--- config.mk ---
export PLATFORM = sky130hd
export DESIGN_NAME = sim_console
export DESIGN_NICKNAME = d
export VERILOG_FILES = /design/src/rtl/sim_console_pkg.sv /design/src/rtl/sim_console_sync_fifo.sv /design/src/rtl/sim_console.sv
export SDC_FILE = /design/constraint.sdc
export NUM_CORES = 1
export LEC_CHECK = 0
export BUFFER_PORTS_ARGS = -buffer_cell sky130_fd_sc_hd__buf_4
export CAP_MARGIN = 20
export CELL_PAD_IN_SITES_DETAIL_PLACEMENT = 1
export CELL_PAD_IN_SITES_GLOBAL_PLACEMENT = 1
export CORE_MARGIN = 3
export CORE_UTILIZATION = 40
export DETAILED_ROUTE_END_ITERATION = 10
export PLACE_DENSITY_LB_ADDON = 0.1
export SYNTH_ARGS = -nofsm -noshare
export SYNTH_HDL_FRONTEND = slang
export SYNTH_HIERARCHICAL = 1
export SYNTH_SLANG_ARGS = --single-unit
--- constraint.sdc ---
create_clock -name clk -period 4.93 [get_ports clk]
set_input_delay 0.986 -clock clk [delete_from_list [all_inputs] [get_ports clk]]
set_output_delay 0.986 -clock clk [all_outputs]
set_load 0.02 [all_outputs]
--- src/rtl/sim_console_pkg.sv ---
// Shared constants for the simulation console peripheral: register offsets
// (word index within the 16-byte window) and STATUS bit positions.
package sim_console_pkg;

    localparam logic [1:0] OFS_TXDATA = 2'd0;
    localparam logic [1:0] OFS_STATUS = 2'd1;
    localparam logic [1:0] OFS_HALT   = 2'd2;
    localparam logic [1:0] OFS_CLEAR  = 2'd3;

    localparam int STAT_COUNT_LSB = 0;
    localparam int STAT_FULL_BIT  = 8;
    localparam int STAT_EMPTY_BIT = 9;
    localparam int STAT_OVF_BIT   = 10;
    localparam int STAT_HALT_BIT  = 11;

    // Assemble the STATUS word from its fields; unused bits read as zero.
    function automatic logic [31:0] pack_status(
        input logic [7:0] count,
        input logic       full,
        input logic       empty,
        input logic       ovf,
        input logic       halted
    );
        logic [31:0] s;
        s = '0;
        s[STAT_COUNT_LSB +: 8] = count;
        s[STAT_FULL_BIT]       = full;
        s[STAT_EMPTY_BIT]      = empty;
        s[STAT_OVF_BIT]        = ovf;
        s[STAT_HALT_BIT]       = halted;
        return s;
    endfunction

endpackage

--- src/rtl/sim_console_sync_fifo.sv ---
// Generic synchronous FIFO with registered storage and occupancy count.
// A pop is honoured only when non-empty; a push is honoured when not full
// or when a pop frees the slot in the same cycle. The head output reads
// zero while empty so nothing undefined leaks out after reset.
module sync_fifo #(
    parameter int WIDTH = 8,
    parameter int DEPTH = 8,
    localparam int AW = $clog2(DEPTH),
    localparam int CW = AW + 1
) (
    input  logic             clk_i,
    input  logic             rst_ni,
    input  logic             push_i,
    input  logic [WIDTH-1:0] data_i,
    input  logic             pop_i,
    output logic [WIDTH-1:0] data_o,
    output logic             full_o,
    output logic             empty_o,
    output logic [CW-1:0]    count_o
);

    logic [WIDTH-1:0] mem_q [DEPTH];
    logic [AW-1:0]    wr_ptr_q, wr_ptr_d;
    logic [AW-1:0]    rd_ptr_q, rd_ptr_d;
    logic [CW-1:0]    count_q, count_d;
    logic             push_en, pop_en;

    assign full_o  = (count_q == CW'(DEPTH));
    assign empty_o = (count_q == '0);
    assign count_o = count_q;
    assign data_o  = empty_o ? '0 : mem_q[rd_ptr_q];

    // Qualify requests and compute next pointers and occupancy.
    always_comb begin
        pop_en   = pop_i && !empty_o;
        push_en  = push_i && (!full_o || pop_en);
        wr_ptr_d = push_en ? wr_ptr_q + AW'(1) : wr_ptr_q;
        rd_ptr_d = pop_en ? rd_ptr_q + AW'(1) : rd_ptr_q;
        count_d  = count_q;
        case ({push_en, pop_en})
            2'b10:   count_d = count_q + CW'(1);
            2'b01:   count_d = count_q - CW'(1);
            default: count_d = count_q;
        endcase
    end

    // Pointer and count registers with synchronous active-low reset.
    always_ff @(posedge clk_i) begin
        if (!rst_ni) begin
            wr_ptr_q <= '0;
            rd_ptr_q <= '0;
            count_q  <= '0;
        end else begin
            wr_ptr_q <= wr_ptr_d;
            rd_ptr_q <= rd_ptr_d;
            count_q  <= count_d;
        end
    end

    // Storage write; contents need no reset since data_o is gated by empty.
    always_ff @(posedge clk_i) begin
        if (push_en) begin
            mem_q[wr_ptr_q] <= data_i;
        end
    end

endmodule

--- src/rtl/sim_console.sv ---
// Memory-mapped console/halt peripheral: TX byte FIFO streamed over a
// valid/ready port, sticky overflow flag, and a first-write-wins halt latch.
//
// Byte port handshake: tx_valid means tx_data holds the FIFO head; a byte
// transfers on any rising edge where tx_valid && tx_ready, and tx_data stays
// stable while tx_valid is high and tx_ready is low.
module sim_console
    import sim_console_pkg::*;
#(
    parameter logic [31:0] BASE_ADDR  = 32'hFFFF_0000,
    parameter int          FIFO_DEPTH = 8
) (
    input  logic        clk,
    input  logic        rst,
    input  logic [31:0] mem_addr,
    input  logic [31:0] mem_wdata,
    input  logic        mem_we,
    input  logic        mem_re,
    output logic [31:0] mem_rdata,
    output logic        tx_valid,
    input  logic        tx_ready,
    output logic [7:0]  tx_data,
    output logic        halted,
    output logic [7:0]  exit_code
);

    localparam int CW = $clog2(FIFO_DEPTH) + 1;

    logic          hit;
    logic [1:0]    ofs;
    logic          wr_tx, wr_halt, wr_clear;
    logic          tx_pop;
    logic          fifo_full, fifo_empty;
    logic [CW-1:0] fifo_count;
    logic [31:0]   rd_value;

    logic          overflow_q, overflow_d;
    logic          halted_q, halted_d;
    logic [7:0]    exit_code_q, exit_code_d;
    logic [31:0]   rdata_q, rdata_d;

    // Address bits below word granularity and upper store bytes are ignored.
    logic unused_bits;
    assign unused_bits = ^{mem_addr[1:0], mem_wdata[31:8]};

    assign hit      = (mem_addr[31:4] == BASE_ADDR[31:4]);
    assign ofs      = mem_addr[3:2];
    assign wr_tx    = mem_we && hit && (ofs == OFS_TXDATA);
    assign wr_halt  = mem_we && hit && (ofs == OFS_HALT);
    assign wr_clear = mem_we && hit && (ofs == OFS_CLEAR);
    assign tx_valid = !fifo_empty;
    assign tx_pop   = tx_valid && tx_ready;

    sync_fifo #(
        .WIDTH (8),
        .DEPTH (FIFO_DEPTH)
    ) u_tx_fifo (
        .clk_i   (clk),
        .rst_ni  (rst),
        .push_i  (wr_tx),
        .data_i  (mem_wdata[7:0]),
        .pop_i   (tx_ready),
        .data_o  (tx_data),
        .full_o  (fifo_full),
        .empty_o (fifo_empty),
        .count_o (fifo_count)
    );

    // Register read mux; reflects state from before the current edge.
    always_comb begin
        rd_value = '0;
        case (ofs)
            OFS_STATUS: rd_value = pack_status(8'(fifo_count), fifo_full,
                                               fifo_empty, overflow_q, halted_q);
            OFS_HALT:   rd_value = {24'b0, exit_code_q};
            default:    rd_value = '0;
        endcase
    end

    // Next state for flags, halt latch and registered load data.
    always_comb begin
        overflow_d  = overflow_q;
        halted_d    = halted_q;
        exit_code_d = exit_code_q;
        rdata_d     = rdata_q;
        if (wr_tx && fifo_full && !tx_pop) begin
            overflow_d = 1'b1;
        end
        if (wr_clear) begin
            overflow_d = 1'b0;
        end
        if (wr_halt && !halted_q) begin
            halted_d    = 1'b1;
            exit_code_d = mem_wdata[7:0];
        end
        if (mem_re) begin
            rdata_d = hit ? rd_value : '0;
        end
    end

    // State registers with synchronous active-low reset.
    always_ff @(posedge clk) begin
        if (!rst) begin
            overflow_q  <= 1'b0;
            halted_q    <= 1'b0;
            exit_code_q <= '0;
            rdata_q     <= '0;
        end else begin
            overflow_q  <= overflow_d;
            halted_q    <= halted_d;
            exit_code_q <= exit_code_d;
            rdata_q     <= rdata_d;
        end
    end

    assign mem_rdata = rdata_q;
    assign halted    = halted_q;
    assign exit_code = exit_code_q;

endmodule
; Word-level counts from Yosys, hierarchy flattened
; Memories as Yosys holds them, arrays and structs flattened. A register that Yosys moved wholly into a read port is not among the register bits.
; Index checks and enable logic that the tools add are counted.
[op_classes]
add_sub_neg = 4
n_eq_ne = 7
muxes = 8
n_bitwise = 1
n_reduce_logical = 18
[ops]
columns = cell, count
row1 = $mux 32, 1
row2 = $eq 28x28->1 const B, 1
row3 = $pmux 12 s2, 1
row4 = $logic_and 1x1->1, 9
row5 = $mux 8, 1
row6 = $pmux 4 s2, 1
row7 = $add 3x1->3 const B, 2
row8 = $eq 2x2->1 const B, 3
row9 = $mux 3, 2
row10 = $add 4x1->4 const B, 1
row11 = $eq 2x1->1 const B, 2
row12 = $eq 4x4->1 const B, 1
row13 = $logic_not 1->1, 4
row14 = $logic_not 4->1, 1
row15 = $sub 4x1->4 const B, 1
row16 = $logic_not 2->1, 1
row17 = $mux 1, 2
row18 = $reduce_bool 2->1, 1
row19 = $reduce_or 2->1, 1
row20 = $logic_or 1x1->1, 1
row21 = $not 1->1, 1
[word_totals]
ff_bits = 52
ramBits = 64
in_bits = 69
out_inout_bits = 50
word_cells = 46
memories = 1
[mem_list]
columns = name, words, word_bits, read_ports, rd_clocked_by_memory_dff, wr, line_no
row1 = u_tx_fifo.mem_q, 8, 8, 1, 1, 1, sim_console_sync_fifo.sv:22  ; logic [WIDTH-1:0] mem_q [DEPTH];

; Longest topological paths before layout
; Gate-level depths: netlist of run 1.
[depth]
ltp_word = 7
depth_mapped = 12
depth_no_buf = 12

; Hierarchy
; The synthesis of run 1 kept the hierarchy.
[modules_own_cells]
columns = module, instances, cells_per_inst, area_each_um2, seq_area_each_um2
row1 = sync_fifo, 1, 174, 3106.7, 2182.1
row2 = sim_console, 1, 155, 1392.6, 440.4

; Worst setup path before layout of run 1
; Ideal clock, no wire load.
[synth_timing]
path_kind = input port to flip-flop
from = in mem_addr[6]
to = reg u_tx_fifo.count_q[2] (netlist: u_tx_fifo/count_o[2])
setup_ps = 76
t_arrival_ps = 3698
t_required_ps = 4854
setup_slack_ps = 1157
cell_stages = 12
path_buffers = 1
path_cell_list = nor4_2 -> nand4_1 -> clkbuf_1 -> nor4_1 -> o21ai_4 -> ha_1 -> xor2_1 -> ha_1 -> a21oi_1 -> xor2_1 -> or3_1 -> a21boi_0
[synth_via]
elab_chain_len = 6
elab_cells_between_ends = 8
classes_between = eq/ne (3) / mux (1) / reduce/logical (4)
[synth_lines]
columns = element, line_no
row1 = start: declaration, sim_console.sv:15  ; input logic [31:0] mem_addr,
row2 = $eq 28x28->1 (*), sim_console.sv:46  ; assign hit = (mem_addr[31:4] == BASE_ADDR[31:4]);
row3 = $logic_and 1x1->1 (*) (2 in series), sim_console.sv:48  ; assign wr_tx = mem_we && hit && (ofs == OFS_TXDATA);
row4 = via wr_tx, sim_console.sv:31  ; logic wr_tx, wr_halt, wr_clear;
row5 = $logic_and 1x1->1 (*), sim_console_sync_fifo.sv:36  ; push_en = push_i && (!full_o || pop_en);
row6 = $eq 2x1->1 / $eq 2x2->1 (equally long branches), sim_console_sync_fifo.sv:40  ; case ({push_en, pop_en})
row7 = $pmux 4 s2 / $reduce_bool 2->1 (equally long branches), n/a
row8 = end signal: assignment, sim_console_sync_fifo.sv:56  ; count_q <= count_d;
row9 = end: declaration, sim_console_sync_fifo.sv:25  ; logic [CW-1:0] count_q, count_d;
; Mark *: on every way through the listed nets, which the timed path passes. The rest lies on a longest branch.
; A chain may end at the register's enable or synchronous reset.

; Worst setup path in the final report of run 1
[layout_timing]
from = in mem_addr[5]
to = reg u_tx_fifo.count_q[2] (netlist: u_tx_fifo/count_o[2])
; Same word-level chain as after synthesis.

==> results of run 1 <==
Yosys cell counts (3+ instances only):
| master | n |
|---|---|
| edfxtp_1 | 64 |
| o21ai_0 | 10 |
| a22o_1 | 4 |
| xor2_1 | 3 |
| buf_2 | 6 |
| xnor2_1 | 4 |
| nand2b_1 | 12 |
| mux4_2 | 16 |
| buf_4 | 20 |
| ha_1 | 9 |
| clkbuf_1 | 9 |
| nor3_1 | 5 |
| nand4_1 | 5 |
| nor2b_1 | 8 |
| nor2_1 | 11 |
| nand3_1 | 18 |
| and2_1 | 6 |
| a21boi_0 | 17 |
| o21a_1 | 4 |
| nand2_1 | 5 |
| inv_1 | 7 |
| dfxtp_1 | 35 |
| mux2i_1 | 11 |
| nor4_1 | 8 |
sequential cells by signal (all words and copies together), names as in the netlist, named ones only:
name / cells
overflow_q: 1
u_tx_fifo/rd_ptr_q: 3
halted: 1
u_tx_fifo/wr_ptr_q: 3
mem_rdata: 12
exit_code: 8
u_tx_fifo/mem_q: 64
u_tx_fifo/count_o: 4
where the power goes:
part / total (mW) / switching [mW] / leakage, nW / internal (mW)
registers: 0.880 / 0.000000691 / 0.857 / 0.880
clock network: 0.630 / 0.293 / 0.120 / 0.337
logic: 0.0704 / 0.0419 / 0.962 / 0.0285
final timing paths:
kind,from,to
max reg2reg,u_tx_fifo/count_o[1],u_tx_fifo/count_o[2]
max,mem_addr[5],u_tx_fifo/count_o[2]
min reg2reg,mem_rdata[5],mem_rdata[5]
min,mem_rdata[5],mem_rdata[5]
per-layer routing:
layer,vias up,share of wire (%)
li1,1344,-
met1,1391,44
met2,84,49
met3,10,5.9
met4,0,1.2
met5,-,0
tightest hold or removal path: cells and delay by family (launching register included):
kind | cells | cell delay (ps)
flip-flops | 1 | 310
AO/OA/AOI/OAI | 1 | 60
AND/OR/NAND/NOR | 1 | 60
kinds of logic after synthesis:
group                      Yosys count  synth area share [%]
adders and majority gates            9                  2.50
other                                1                0.0833
buffers and inverters               45                  5.76
xor gates and xnor gates             7                  1.36
DFF                                 99                  58.3
and+or+nand+nor                     97                  14.4
muxes                               28                  10.7
AOI/OAI and AO/OA                   43                  6.92
layout make-up:
cell class                 instances  share of cell area, %
sequential                        99                   48.5
clock inverter                     6                  0.601
multi-input combinational        204                   31.3
tap                              140                   3.24
timing repair buffer              81                   11.6
inverter                           7                  0.486
clock buffer                      10                   4.23
through the flow:
step           utilization, %  hold slack (ps)  worst slack [ps]  instance area (um^2)
2_1_floorplan               -              464              1160                  4570
3_3_place_gp             46.8              469               873                  5120
3_5_place_dp             47.1              481               823                  5150
4_1_cts                  49.5              493              1180                  5410
5_1_grt                  49.5              524               839                  5410
6_report                 49.5              481              1200                  5410
==> impl_metrics.ini, run 1 <==
[clock_tree]
clock_path_buffers = 2
insertion_delay_ps = 340
cts.sinks = 99
postCtsSetupBuffers = 0
cts_tree = yes
cts_resized = 0
htreeDepth = 3
clkTransAtPathRegs_ps = 70
cts-root-buf = clkbuf_16
hold_buffers = 0
numCtsBuffers = 9

[worst_setup_path]
cp_num_buf_inv = 2
required_ps = 5200
crit_path_end_kind = flip-flop
path_cells = buf_4 -> nor4_2 -> nand4_1 -> buf_4 -> nor4_1 -> o21ai_4 -> ha_1 -> xor2_1 -> ha_1 -> a21oi_1 -> xor2_1 -> or3_1 -> a21boi_0
crit_arrival_ps = 3990
rrSetupSlack_ps = 2220
cp-start-kind = input port
critPathSlowestCell = nor4_1
path_max_fanout = 15
crit_family = simple AND/OR/NAND/NOR gates
path_class = input port to flip-flop
critical_path.max_stage_delay_ps = 660
crit_cells = 13
r2r_cells = 9

[detailed_routing]
drtIter0Drc = 96
antenna_left = 0
avgViaCountPerCell = 5.17
drt_pass1_iterations = 4
drt_wl_total_mm = 9.93
drc = 0
vias = 2829
post_drt_wl_per_cell_um = 18.2

[cells_and_area]
layout_common_cells = buf_4 (80), edfxtp_1 (64), dfxtp_1 (35)
final_common_cell = buf_4
multi_input_area_mm2 = 0.00170
fill_cells = 1142
area_growth_pct = 20.2
regArea_mm2 = 0.00262
instances_no_fill = 547
diodes = 0
drive_above_1_share_pct = 30.2
num-nets-final = 480

[place]
port_buffers = 72
placedCellCount = 531
dp.final_hpwl_mm = 7.06
gp_congestion = 0.694

[timing]
setup_viol = 0
rsz0062_at_grt = false
finalCriticalPeriod_ps = 3730
clock.fmax_ghz = 0.268
slew_violations = 0
fin_crit_sh_pct = 75.6
slew_headroom_pct = 37.9
hold_viol = 0
worst_slew_pin_slew_ps = 928
fin_worst_skew_ps = 5.98
fin_tns_setup_ps = 0

[flow_run]
drv_cap = 0

[outcome]
status = complete, no violations

[grt]
grt_util_met1_pct = 21.6
grtUsageMet2_pct = 27.0
grt_pass1_vias = 3048
grt_busiest_layer = met2
grt_pass1_wl_mm = 16.1
grt_max_degree = 36
met3_usage_pct = 3.72
antenna_found_initial = 0
grt_util_all_layers_pct = 16.3
grt.overflow.total = 0

[synthesis]
syn_area_per_cell_um2 = 13.7
ys_top_cells_by_area = edfxtp_1 (43%), dfxtp_1 (16%), mux4_2 (8.0%)
syn_inst = 329
ys_ff_latch = 99
synth_top_area_share_pct = 42.7
yosys_warnings = 6
synth.distinct_cells = 48
async_reset_ff_share_pct = 0
ys.flop_type = edfxtp_1
synth_edf_count = 64
synth_top_area_cell = edfxtp_1
synth.yosys.seq_area_share_pct = 58.3
syn_area_mm2 = 0.00450

[power_and_ir_drop]
vdd_ir_drop_max_v = 0.000196
p_leak_nw = 1.94
p_per_area_mw_per_mm2 = 292
power_mw = 1.58

[min_path]
whs_path_depth = 2
min_path_type = flip-flop to flip-flop

[die]
die_width_um = 112
num_io_pins = 119
die_h_um = 112
coreArea_mm2 = 0.0109
num_rows = 38
start_util_pct = 41.1
fp.dieArea_mm2 = 0.0126
Note: power is estimated with default switching activity, not from simulation.
==> run 2: changes to the inputs <==
- CORE_UTILIZATION: 40 -> 38
- clock period: 4.93 -> 3.15 ns (I/O delays scaled with it)
==> run 2 against run 1 <==
Compared with the run above: utilization fell by 0.96 points; sequential cell count did not move; via count rose by 1.6%.
==> impl_metrics.ini, run 2 (synthesis results as in run 1) <==
[grt]
grt_max_degree = 36
grt_pass1_vias = 3002
grt.overflow.total = 0
antenna_found_initial = 0
grt_pass1_wl_mm = 16.3
grt_util_all_layers_pct = 16.4

[cells_and_area]
drive_above_1_share_pct = 33.0
area_growth_pct = 24.1
multi_input_area_mm2 = 0.00171
largest_reg_flops = 64
top_register = u_tx_fifo/mem_q
diodes = 0
layout_common_cells = buf_4 (92), edfxtp_1 (64), dfxtp_1 (35)
fill_cells = 1200
num-nets-final = 491
regArea_mm2 = 0.00262
final_common_cell = buf_4

[die]
die_h_um = 115
coreArea_mm2 = 0.0115
start_util_pct = 39.1
num_rows = 39
fp.dieArea_mm2 = 0.0132
num_io_pins = 119
die_width_um = 115

[worst_setup_path]
required_ps = 3420
cp-start-kind = input port
r2r-end = u_tx_fifo/count_o[3]
path_max_fanout = 8
crit_path_end_kind = flip-flop
r2r_cells = 7
regToRegStartpoint = u_tx_fifo/count_o[2]
path_class = input port to flip-flop
rrSetupSlack_ps = 610
crit_arrival_ps = 3130

[place]
dp.final_hpwl_mm = 7.31
port_buffers = 72
pre_cts_ws_ps = -66.4
gp_congestion = 0.725

[power_and_ir_drop]
vdd_ir_drop_max_v = 0.000281
p_leak_nw = 2.05
p_per_area_mw_per_mm2 = 490

[timing]
fin_tns_setup_ps = 0
clock.fmax_ghz = 0.351
worst_slew_pin_slew_ps = 652
rsz0062_at_grt = false
hold_ws_ps = 487
fin_worst_skew_ps = 5.71
slew_headroom_pct = 56.5
fin_crit_sh_pct = 90.6
slew_violations = 0
hold_viol = 0
setup_viol = 0
finalCriticalPeriod_ps = 2850
setup_slack_ps = 297

[min_path]
min_path_type = flip-flop to flip-flop
hp-start = mem_rdata[5]
holdPathEnd = mem_rdata[5]
whs_path_depth = 2

[clock_tree]
clock_path_buffers = 2
numCtsBuffers = 9
hold_buffers = 0
cts_resized = 0
insertion_delay_ps = 340
cts_tree = yes
htreeDepth = 3
clkTransAtPathRegs_ps = 70
postCtsSetupBuffers = 0
cts.sinks = 99
cts-root-buf = clkbuf_16

[detailed_routing]
avgViaCountPerCell = 5.12
drtIter0Drc = 150
antenna_left = 0
drt_pass1_iterations = 4
vias = 2875
post_drt_wl_per_cell_um = 18.5
drc = 0
drt_wl_total_mm = 10.4

[flow_run]
drv_cap = 0

[outcome]
status = complete, no violations
==> run 2: final cells by class <==
cell class                 count  share of cell area [%]
tap                          143                    3.20
clock buffer                  12                    5.38
sequential                    99                    47.0
inverter                       7                   0.470
clock inverter                 4                    1.01
timing repair buffer          92                    12.4
multi-input combinational    204                    30.6
==> run 2: critical path, cell delays in order <==
cell	delay, ps
buf_4	110
nor4_2	320
nand4_1	290
nor4_4	400
o21ai_4	90
buf_4	170
ha_1	240
mux2_2	290
o41ai_1	340
mux2i_1	230
==> run 2: per-layer routing <==
layer,wire length (um),vias to the layer above,global-route usage [%]
met2,5290,65,27.9
met1,4510,1428,20.9
met4,191,0,6.42
met5,0,-,0
li1,-,1369,-
met3,385,13,3.05
==> run 2: per-stage QoR <==
stage | instances | instance area, um^2 | power, mW | utilization, %
2_1_floorplan | 348 | 4590 | 1.47 | -
3_3_place_gp | 545 | 5230 | 1.52 | 45.4
3_5_place_dp | 545 | 5230 | 1.52 | 45.4
4_1_cts | 561 | 5590 | 2.78 | 48.5
5_1_grt | 561 | 5590 | 2.85 | 48.5
6_report | 561 | 5590 | 2.74 | 48.5
==> run 2: worst max-delay path by stage <==
stage                     start                   end  cells past startpoint
detailed placement  mem_addr[5]  u_tx_fifo/count_o[3]                     10
floorplan           mem_addr[6]  u_tx_fifo/count_o[2]                     12
CTS                 mem_addr[5]  u_tx_fifo/count_o[3]                     10
finish              mem_addr[5]  u_tx_fifo/count_o[3]                     10
global placement    mem_addr[5]  u_tx_fifo/count_o[3]                     10
global route        mem_addr[5]  u_tx_fifo/count_o[2]                     12
==> run 2: power by group <==
group | internal [mW] | switching (mW) | total [mW]
clock | 0.767 | 0.480 | 1.25
combinational | 0.0456 | 0.0669 | 0.113
sequential | 1.38 | 0.000000456 | 1.38
==> run 3: changes to the inputs <==
==> constraint.sdc (replaced) <==
create_clock -name clk -period 3.15 [get_ports clk]
set_input_delay 0.315 -clock clk [delete_from_list [all_inputs] [get_ports clk]]
set_output_delay 0.315 -clock clk [all_outputs]
set_load 0.02 [all_outputs]
==> run 3 against run 2 <==
Compared with the run above: largest power group unchanged; register-to-register slack worse by 120 ps; sequential share of layout area up 0.97 points; sequential cell count unchanged; clock power down 13%; clock skew up 2.4 ps; die area unchanged; setup slack better by 200 ps; critical path type is now flip-flop to flip-flop.
==> impl_metrics.ini, run 3 (synthesis results as in run 1) <==
[outcome]
status = complete, no violations

[die]
fp.dieArea_mm2 = 0.0132
die_width_um = 115
start_util_pct = 39.1
num_rows = 39
die_h_um = 115
num_io_pins = 119
coreArea_mm2 = 0.0115

[cells_and_area]
num-nets-final = 486
fill_cells = 1182
top_register = u_tx_fifo/mem_q
regArea_mm2 = 0.00262
final_common_cell = buf_4
layout_common_cells = buf_4 (87), edfxtp_1 (64), dfxtp_1 (35)
diodes = 0
area_growth_pct = 21.6
largest_reg_flops = 64
fin_area_mm2 = 0.00547
multi_input_area_mm2 = 0.00170
drive_above_1_share_pct = 31.7
final_util_pct = 47.5

[detailed_routing]
vias = 2881
drc = 0
drt_wl_total_mm = 10.1
post_drt_wl_per_cell_um = 18.2
drt_pass1_iterations = 4
avgViaCountPerCell = 5.18
antenna_left = 0
drtIter0Drc = 101

[clock_tree]
insertion_delay_ps = 340
htreeDepth = 3
clkTransAtPathRegs_ps = 70
clock_path_buffers = 2
numCtsBuffers = 9
postCtsSetupBuffers = 0
cts_tree = yes
hold_buffers = 0
cts-root-buf = clkbuf_16
cts_resized = 0
cts.sinks = 99

[timing]
hold_viol = 0
rsz0062_at_grt = false
fin_worst_skew_ps = 8.09
fin_crit_sh_pct = 84.3
clock.fmax_ghz = 0.376
setup_viol = 0
hold_ws_ps = 213
worst_slew_pin_slew_ps = 838
slew_violations = 0
fin_tns_setup_ps = 0
finalCriticalPeriod_ps = 2660
slew_headroom_pct = 44.1

[power_and_ir_drop]
p_per_area_mw_per_mm2 = 471
vdd_ir_drop_max_v = 0.000216
p_leak_nw = 1.99
power_mw = 2.58

[grt]
grt.overflow.total = 0
antenna_found_initial = 0
grt_util_all_layers_pct = 16.0
grt_max_degree = 36
grt_pass1_vias = 3056
grt_pass1_wl_mm = 16.1

[place]
placed_cell_area_mm2 = 0.00518
dp.final_hpwl_mm = 7.06
port_buffers = 72
gp_congestion = 0.739

[flow_run]
drv_cap = 0

[worst_setup_path]
rrSetupSlack_ps = 490
crit_path_end_kind = flip-flop
cp_num_buf_inv = 0
path_max_fanout = 9
crit_start = u_tx_fifo/count_o[2]
path_cells = or4b_4 -> o21ai_4 -> ha_1 -> xor2_1 -> ha_1 -> a21oi_1 -> xor2_1 -> or3_1 -> a21boi_0
r2r-end = u_tx_fifo/count_o[2]
path_class = flip-flop to flip-flop
critical_path.max_stage_delay_ps = 600
regToRegStartpoint = u_tx_fifo/count_o[2]
cp-start-kind = flip-flop
critPathSlowestCell = or4b_4
crit_cells = 9
crit_family = simple AND/OR/NAND/NOR gates
endpoint = u_tx_fifo/count_o[2]
required_ps = 3410
crit_arrival_ps = 2920
r2r_cells = 9

[min_path]
hp-start = mem_wdata[4]
min_path_type = input port to flip-flop
-- run 3: cell types whose count changed in the layout (fill, tap and decap cells not counted), sizes merged --
cell    change
clkbuf      -1
inv         -2
buf         -5
clkinv      +3
-- run 3: worst min-delay path by stage --
stage / end / slack (ps) / cells after the start
after floorplan: u_tx_fifo/mem_q[0][0] / 410 / 0
after global placement: mem_rdata[1] / 470 / 2
after detailed placement: mem_rdata[7] / 470 / 2
after CTS: u_tx_fifo/mem_q[5][4] / 200 / 1
after global routing: u_tx_fifo/mem_q[5][4] / 210 / 1
final: u_tx_fifo/mem_q[4][4] / 210 / 1
-- run 3: area by class of cell --
type                            instances  share of cell area [%]
Sequential cell                        99                    47.9
Tap cell                              143                    3.27
Clock buffer                           11                    4.44
Clock inverter                          5                   0.983
Multi-Input combinational cell        204                    31.0
Timing Repair Buffer                   87                    11.9
Inverter                                7                   0.480
-- run 3: metrics by stage --
step	instances	setup slack [ps]
5_1_grt	556	277
4_1_cts	556	483
2_1_floorplan	348	47.8
3_3_place_gp	540	132
6_report	556	493
3_5_place_dp	540	140
-- run 3: metal layers --
| metal | global-route usage, % | vias up | routed length [um] |
|---|---|---|---|
| met1 | 20.5 | 1438 | 4520 |
| li1 | - | 1358 | - |
| met5 | 0 | - | 0 |
| met2 | 27.2 | 77 | 5060 |
| met4 | 4.07 | 0 | 105 |
| met3 | 4.11 | 8 | 453 |
-- run 3: power by group --
| group | internal (mW) | switching [mW] | leakage [nW] |
|---|---|---|---|
| sequential | 1.38 | 0.000000179 | 0.857 |
| combinational | 0.0449 | 0.0665 | 0.987 |
| clock | 0.635 | 0.454 | 0.149 |
| total | 2.06 | 0.521 | 1.99 |
-- run 3: worst register-to-register path, cell delays in order (launching register included) --
cell and delay (ps):
dfxtp_1 400, or4b_4 600, o21ai_4 280, ha_1 330
xor2_1 170, ha_1 160, a21oi_1 40, xor2_1 150
or3_1 300, a21boi_0 150
